File: config.mk
export PLATFORM = sky130hd
export DESIGN_NAME = axis_snooper
export DESIGN_NICKNAME = d
export VERILOG_FILES = /design/src/rtl/axis_snooper_pkg.sv /design/src/rtl/axis_snooper_keep_popcount.sv /design/src/rtl/axis_snooper.sv
export SDC_FILE = /design/constraint.sdc
export NUM_CORES = 1
export LEC_CHECK = 0
export CAP_MARGIN = 20
export CORE_MARGIN = 2
export CORE_UTILIZATION = 49
export CTS_BUF_LIST = sky130_fd_sc_hd__clkbuf_2 sky130_fd_sc_hd__clkbuf_4 sky130_fd_sc_hd__clkbuf_8
export DETAILED_ROUTE_END_ITERATION = 12
export PLACE_DENSITY = 0.86
export RECOVER_POWER = 25
export SYNTH_ARGS = -nofsm -noshare
export SYNTH_HDL_FRONTEND = slang
export SYNTH_HIERARCHICAL = 1
export SYNTH_SLANG_ARGS = --single-unit
File: constraint.sdc
create_clock -name clk -period 7.5 [get_ports clk]
set_input_delay 2.25 -clock clk [delete_from_list [all_inputs] [get_ports clk]]
set_output_delay 2.25 -clock clk [all_outputs]
set_load 0.02 [all_outputs]
File: src/rtl/axis_snooper_pkg.sv
`default_nettype none
// ============================================================================
// Module      : axis_snooper_pkg
// Description : Shared state encoding and width helper for the stream snooper
// Revision    : 1.0 - initial release
// ============================================================================
package axis_snooper_pkg;

  // Snooper state encoding
  localparam logic [1:0] c_ST_IDLE  = 2'd0;
  localparam logic [1:0] c_ST_ARMED = 2'd1;
  localparam logic [1:0] c_ST_WRITE = 2'd2;
  localparam logic [1:0] c_ST_DROP  = 2'd3;

  // Ceiling log2 for parameter elaboration; clog2(1) is 0
  function automatic int clog2(input int value);
    int r;
    int v;
    r = 0;
    for (v = value - 1; v > 0; v = v >> 1) begin
      r = r + 1;
    end
    return r;
  endfunction

endpackage
`default_nettype wire

File: src/rtl/axis_snooper_keep_popcount.sv
`default_nettype none
// ============================================================================
// Module      : keep_popcount
// Description : Counts the set bits of an AXI-Stream tkeep vector
// Revision    : 1.0 - initial release
// ============================================================================
module keep_popcount #(
  parameter int KEEP_WIDTH = 8,
  parameter int CNT_WIDTH  = 4
) (
  input  logic [KEEP_WIDTH-1:0] i_keep,
  output logic [CNT_WIDTH-1:0]  o_count
);

  // Plain ones count; tkeep is contiguous but counting all bits is simpler and exact
  always_comb begin
    o_count = '0;
    for (int i = 0; i < KEEP_WIDTH; i++) begin
      o_count = o_count + CNT_WIDTH'(i_keep[i]);
    end
  end

endmodule
`default_nettype wire

File: src/rtl/axis_snooper.sv
`default_nettype none
// ============================================================================
// Module      : axis_snooper
// Description : Passive AXI-Stream tap that copies whole packets into claimed
//               packet buffers and counts packets it could not capture
// Revision    : 1.0 - initial release
// ============================================================================
module axis_snooper
  import axis_snooper_pkg::*;
#(
  parameter int SN_FWD_DATA_WIDTH = 64,
  parameter int SN_FWD_ADDR_WIDTH = 8,
  parameter int INC_WIDTH         = clog2(SN_FWD_DATA_WIDTH / 8) + 1
) (
  input  logic                           clk,
  input  logic                           rst,
  input  logic [SN_FWD_DATA_WIDTH-1:0]   tap_tdata,
  input  logic [SN_FWD_DATA_WIDTH/8-1:0] tap_tkeep,
  input  logic                           tap_tvalid,
  input  logic                           tap_tready,
  input  logic                           tap_tlast,
  output logic [SN_FWD_ADDR_WIDTH-1:0]   sn_addr,
  output logic [SN_FWD_DATA_WIDTH-1:0]   sn_wr_data,
  output logic                           sn_wr_en,
  output logic [INC_WIDTH-1:0]           sn_byte_inc,
  output logic                           sn_done,
  input  logic                           rdy_for_sn,
  output logic                           rdy_for_sn_ack,
  output logic [31:0]                    drop_cnt
);

  localparam int KEEP_WIDTH = SN_FWD_DATA_WIDTH / 8;

  logic [1:0]                   r_state;
  logic                         r_mid;        // inside a packet on the tap
  logic                         r_held;       // a buffer is claimed and not yet completed
  logic                         r_done_pend;  // tlast written, done goes out next cycle
  logic                         r_done;
  logic                         r_ack;
  logic [SN_FWD_ADDR_WIDTH:0]   r_wr_ptr;     // next word address; MSB set means buffer full
  logic                         r_wr_en;
  logic [SN_FWD_ADDR_WIDTH-1:0] r_addr;
  logic [SN_FWD_DATA_WIDTH-1:0] r_data;
  logic [INC_WIDTH-1:0]         r_inc;
  logic [31:0]                  r_drop_cnt;

  logic                         w_beat;
  logic                         w_ack;
  logic                         w_first;
  logic                         w_wr_fire;
  logic                         w_done_fire;
  logic [SN_FWD_ADDR_WIDTH-1:0] w_wr_addr;
  logic [INC_WIDTH-1:0]         w_keep_cnt;

  keep_popcount #(
    .KEEP_WIDTH (KEEP_WIDTH),
    .CNT_WIDTH  (INC_WIDTH)
  ) u_keep_popcount (
    .i_keep  (tap_tkeep),
    .o_count (w_keep_cnt)
  );

  // A buffer may be claimed only when none is held and no done pulse is about to go out
  assign w_beat      = tap_tvalid & tap_tready;
  assign w_ack       = rdy_for_sn & ~r_held & ~r_done_pend;
  assign w_first     = (r_state == c_ST_ARMED) & ~r_mid;
  assign w_wr_fire   = w_beat & (w_first | ((r_state == c_ST_WRITE) & ~r_wr_ptr[SN_FWD_ADDR_WIDTH]));
  assign w_done_fire = w_beat & tap_tlast & (w_first | (r_state == c_ST_WRITE));
  assign w_wr_addr   = w_first ? '0 : r_wr_ptr[SN_FWD_ADDR_WIDTH-1:0];

  // Packet tracking, buffer claim and drop accounting
  always_ff @(posedge clk) begin
    if (rst) begin
      r_state     <= c_ST_IDLE;
      r_mid       <= 1'b0;
      r_held      <= 1'b0;
      r_done_pend <= 1'b0;
      r_done      <= 1'b0;
      r_ack       <= 1'b0;
      r_wr_ptr    <= '0;
      r_drop_cnt  <= '0;
    end else begin
      r_ack       <= w_ack;
      r_done      <= r_done_pend;
      r_done_pend <= w_done_fire;
      if (w_ack) begin
        r_held <= 1'b1;
      end
      if (w_beat) begin
        r_mid <= ~tap_tlast;
      end
      if (w_wr_fire) begin
        r_wr_ptr <= w_first ? (SN_FWD_ADDR_WIDTH + 1)'(1) : r_wr_ptr + 1'b1;
      end
      case (r_state)
        c_ST_IDLE: begin
          if (w_beat && !r_mid) begin
            // Packet start with no buffer to put it in
            if (r_drop_cnt != 32'hFFFF_FFFF) begin
              r_drop_cnt <= r_drop_cnt + 32'd1;
            end
            if (tap_tlast) begin
              r_state <= w_ack ? c_ST_ARMED : c_ST_IDLE;
            end else begin
              r_state <= c_ST_DROP;
            end
          end else if (w_ack) begin
            r_state <= c_ST_ARMED;
          end
        end
        c_ST_ARMED: begin
          if (w_beat) begin
            if (!r_mid) begin
              r_state <= tap_tlast ? c_ST_IDLE : c_ST_WRITE;
            end else if (!tap_tlast) begin
              // Claimed mid-packet: skip the tail, keep the buffer
              r_state <= c_ST_DROP;
            end
          end
        end
        c_ST_WRITE: begin
          if (w_beat && tap_tlast) begin
            r_state <= c_ST_IDLE;
          end
        end
        c_ST_DROP: begin
          if (w_beat && tap_tlast) begin
            r_state <= (r_held || w_ack) ? c_ST_ARMED : c_ST_IDLE;
          end
        end
        default: r_state <= c_ST_IDLE;
      endcase
      if (w_done_fire) begin
        r_held <= 1'b0;
      end
    end
  end

  // Registered buffer write port, one cycle behind the tap beat
  always_ff @(posedge clk) begin
    if (rst) begin
      r_wr_en <= 1'b0;
      r_addr  <= '0;
      r_data  <= '0;
      r_inc   <= '0;
    end else begin
      r_wr_en <= w_wr_fire;
      if (w_wr_fire) begin
        r_addr <= w_wr_addr;
        r_data <= tap_tdata;
        r_inc  <= w_keep_cnt;
      end
    end
  end

  assign sn_addr        = r_addr;
  assign sn_wr_data     = r_data;
  assign sn_wr_en       = r_wr_en;
  assign sn_byte_inc    = r_inc;
  assign sn_done        = r_done;
  assign rdy_for_sn_ack = r_ack;
  assign drop_cnt       = r_drop_cnt;

endmodule
`default_nettype wire
Word level (Yosys, flattened, before mapping):

Cells that the tools add are included.

* $add $sub $neg: 9
* multipliers: 0
* div/mod/pow operators: 0
* $lt $le $gt $ge: 0
* eq/ne operators: 9
* shift-type cells: 0
* muxes and demuxes: 14
* bitwise gates (word level): 15
* reduce and logical (&&, ||, !) cells: 8

Operators with widths (number)
* adder 32 x 1 -> 32 bit (second input constant): 1
* inequality test 32 bit (second input constant): 1
* adder 4 x 1 -> 4 bit: 6
* two-way mux 2 bit: 9
* adder 9 x 1 -> 9 bit (second input constant): 1
* two-way mux 9 bit: 1
* AND 1 bit: 8
* two-way mux 8 bit: 1
* case mux 2 bit (4 select lines): 1
* inequality test 3 bit (second input constant): 2
* inverter 1 bit: 5
* AND reduction 5 bit: 1
* == test 2 bit (second input constant): 2
* inequality test 2 bit (second input constant): 2
* AND reduction 3 bit: 1
* adder 1 x 1 -> 2 bit: 1
* == test 2 x 1 -> 1 bit (second input constant): 1
* logical AND 1 bit: 2
* logical NOT 2 bit: 1
* two-way mux 1 bit: 2
* inequality test 2 x 1 -> 1 bit (second input constant): 1
* OR 1 bit: 2
* OR reduction 2 bit: 1
* logical NOT 1 bit: 1
* logical OR 1 bit: 1

* register bits: 125
* latch bits: 0
* memory bits (writable): 0
* bits in read-only memories: 0
* bits of input ports: 78
* output and inout port bits: 111
* word-level logic and storage cells: 67
* memories kept: 0

Logic depth before layout (Yosys ltp):

* word-level depth: 7
* gate-level depth with buffers: 11
* depth with buffers taken out: 11

Modules after synthesis:

The synthesis kept the hierarchy.

By module, submodules not included
* axis_snooper: times used 1, cells an instance 583, area each 4845.9 µm², sequential area each 2502.4 µm²
* keep_popcount: times used 1, cells an instance 24, area each 190.2 µm², sequential area each 0.0 µm²

Worst setup path after synthesis:

Ideal clock, no wire load.

* path kind: input-to-reg
* start point: input port tap_tkeep[0]
* end point: register r_inc[1] (netlist: sn_byte_inc[1])
* library setup time: 0.070 ns
* arrival time: 4.588 ns
* required time: 7.430 ns
* slack: 2.841 ns
* stages: 11
* path buffers: 0
* cells stage by stage: inv_1 fa_1 fa_1 fa_1 inv_1 ha_1 inv_1 fa_1 inv_1 nand2_1 a21oi_1

* longest elaborated chain between the ends: 7

RTL lines
* start, declared: line axis_snooper.sv:18 `input logic [SN_FWD_DATA_WIDTH/8-1:0] tap_tkeep,`
* adder 1 x 1 -> 2 bit: line axis_snooper_keep_popcount.sv:19 `o_count = o_count + CNT_WIDTH'(i_keep[i]);`
* adder 4 x 1 -> 4 bit (6 in a row): line axis_snooper_keep_popcount.sv:19
* via w_keep_cnt[1]: line axis_snooper.sv:53 `logic [INC_WIDTH-1:0] w_keep_cnt;`
* end signal, assigned: line axis_snooper.sv:151 `r_inc <= w_keep_cnt;`
* end, declared: line axis_snooper.sv:44 `logic [INC_WIDTH-1:0] r_inc;`

The timed path passes the listed nets, and every way through them passes these cells.
A chain may end at the register's enable or synchronous reset.

Worst setup path in the final report:

* start point: input port tap_tkeep[1]
* end point: register r_inc[1] (netlist: sn_byte_inc[1])

The elaborated chain is that of the path after synthesis.

==> impl_metrics.json <==
{
  "ios": 189,
  "syn_area_um2": 5040,
  "ys_ff_latch": 125,
  "cts_hold_buf": 0,
  "drive_gt1_frac": 0.0526,
  "grt_max_degree": 114,
  "cts_tree": "yes",
  "area_growth_pct": 47.8,
  "setup_violations": 0,
  "synth_top_area_frac": 0.497,
  "netlist_top_cells_count": "nand2_1, dfxtp_1, a21oi_1",
  "port_buffers": 188,
  "yosysSeqAreaShare": 0.497,
  "fin_hold_ws_ns": 0.454,
  "dieArea_um2": 11100,
  "first_iter_violations": 266,
  "vias": 4923,
  "cts-buffers-inserted": 17,
  "ys_warn_count": 6,
  "post_cts_buffers": 0,
  "grt_pass1_vias": 4753,
  "max_freq_mhz": 205,
  "antenna_found_initial": 0,
  "status": "finished, violations left",
  "critPathArrivalTime_ns": 5.07,
  "crit_fanout": 2,
  "netlist_instances": 607,
  "hpwl_um": 9350,
  "clk_pin_slew_ns": 0.07,
  "final.setup.tns_ns": 0,
  "clk_latency_ns": 0.41,
  "syn_nets": 694,
  "slew_headroom": -0.496,
  "ys_top_cells_by_area": "dfxtp_1, nand2_1, a21oi_1",
  "post_drt_wl_per_cell_um": 14.6,
  "syn_avg_cell_area_um2": 8.30,
  "p_leak_nw": 2.54,
  "final_nets": 872,
  "synthFlopType": "dfxtp_1",
  "cp_data_required_time_ns": 7.69,
  "vias_per_cell": 5.27,
  "peakVddDrop_mv": 0.121,
  "end_kind": "flip-flop",
  "core_area_um2": 10100,
  "cts_sinks": 125,
  "die_width_um": 105,
  "start_kind": "input pin",
  "synth.most_common_cell": "nand2_1",
  "drv_cap": 1,
  "drc": 0,
  "power_density_nw_per_um2": 197,
  "clk_path_buf_depth": 2,
  "overflow": 0,
  "period_needed_ns": 4.88,
  "htree_levels": 4,
  "grt_usage": 0.244,
  "initial_core_util": 0.497,
  "rsz0062_at_grt": "false",
  "n_antenna_cell": 0,
  "crit_type": "in -> reg",
  "final_max_slew_viol_count": 49,
  "grt_pass1_wl_um": 22200,
  "synth-async-reset-ratio": 0,
  "min_period_over_period": 0.651,
  "synth.distinct_cells": 43,
  "gp_congestion": 0.799,
  "hold_viol_final": 0,
  "ant_nets": 0,
  "die_h_um": 105,
  "skew_ns": 0.00979,
  "hold_class": "reg -> reg",
  "synth-edff-count": 0,
  "rows": 37,
  "violations": "capacitance limit, slew limit",
  "firstDrtPassIters": 4,
  "ctsResizeCount": 0,
  "drt-total-wl_um": 13700,
  "synth_area_leader_cell": "dfxtp_1",
  "worstMarginPinSlew_ns": 2.24,
  "root_buffer": "clkbuf_8"
}
layout make-up:
type / instances / area, um2
Timing Repair Buffer: 192 / 1950
Clock inverter: 15 / 186
Sequential cell: 125 / 2500
Inverter: 21 / 78.8
Fill cell: 743 / 2690
Clock buffer: 17 / 234
Tap cell: 136 / 170
Multi-Input combinational cell: 428 / 2330
critical path: stages:
cell	delay, ns
clkdlybuf4s50_1	0.48
inv_1	0.06
fa_1	0.47
fa_1	0.51
fa_1	0.40
inv_1	0.06
ha_1	0.16
inv_1	0.06
fa_1	0.48
inv_1	0.04
nand2_1	0.04
a21oi_1	0.06
power breakdown:
group / leakage, nW / switching, W / internal, W / total (W)
clock: 0.200 / 0.000279 / 0.000334 / 0.000613
sequential: 1.01 / 0.0000102 / 0.000679 / 0.000689
combinational: 1.33 / 0.0000814 / 0.0000855 / 0.000167
total: 2.54 / 0.000371 / 0.00110 / 0.00147
flip-flops by register name (all words and copies together) (netlist names):
| signal | flops |
|---|---|
| drop_cnt | 32 |
| r_done_pend | 1 |
| r_held | 1 |
| r_mid | 1 |
| r_state | 2 |
| r_wr_ptr | 9 |
| rdy_for_sn_ack | 1 |
| sn_addr | 8 |
| sn_byte_inc | 4 |
| sn_done | 1 |
| sn_wr_data | 64 |
| sn_wr_en | 1 |
routing by layer:
metal	up-vias	part of all wire	global-route usage
met4	0	0.017	0.0848
met5	-	0	0
met2	160	0.51	0.426
met1	2309	0.41	0.292
li1	2435	-	-
met3	19	0.054	0.0594
final timing paths:
| check | startpoint | endpoint | slack (ns) | cells past startpoint |
|---|---|---|---|---|
| worst min register to register | sn_wr_data[16] | sn_wr_data[16] | 0.45 | 2 |
| worst min-delay path | sn_wr_data[16] | sn_wr_data[16] | 0.45 | 2 |
| worst max register to register | r_state[1] | r_wr_ptr[1] | 4.76 | 6 |
| worst max-delay path | tap_tkeep[1] | sn_byte_inc[1] | 2.62 | 12 |
logic make-up (layout without fill, tap and decap cells):
kind of cell,after synthesis,in the layout,share of synthesized area
flops,125,125,0.497
mux,2,2,0.00398
fa+ha+maj,9,9,0.0283
compound gates,137,137,0.155
buf+inv,54,245,0.0437
xor+xnor,19,19,0.0330
simple gates,261,261,0.239
layout by cell type, fill, tap and decap left out, types with 5 or more instances in the layout:
cell type / n
clkdlybuf4s50_1: 185
nand2_1: 152
dfxtp_1: 125
a21oi_1: 94
nor2_1: 31
inv_1: 21
clkbuf_8: 17
xnor2_1: 14
nand3_1: 13
nand4_1: 12
or3_1: 12
o21ai_0: 11
or4_1: 10
o31ai_1: 9
a211oi_1: 8
nor3_1: 7
a22o_1: 7
and3_1: 5
xor2_1: 5
ha_1: 5
inv_6: 5
through the flow:
step | cells | cell area [um2] | setup slack [ns] | power (W) | util
6_report | 934 | 7440 | 2.62 | 0.00147 | 0.734
4_1_cts | 932 | 7390 | 2.65 | 0.00148 | 0.729
3_5_place_dp | 900 | 6970 | 2.21 | 0.000868 | 0.688
2_1_floorplan | 607 | 5040 | 2.84 | 0.000784 | -
3_3_place_gp | 900 | 6970 | 2.27 | 0.000862 | 0.688
5_1_grt | 934 | 7440 | 2.49 | 0.00153 | 0.734
Note: power is estimated with default switching activity, not from simulation.
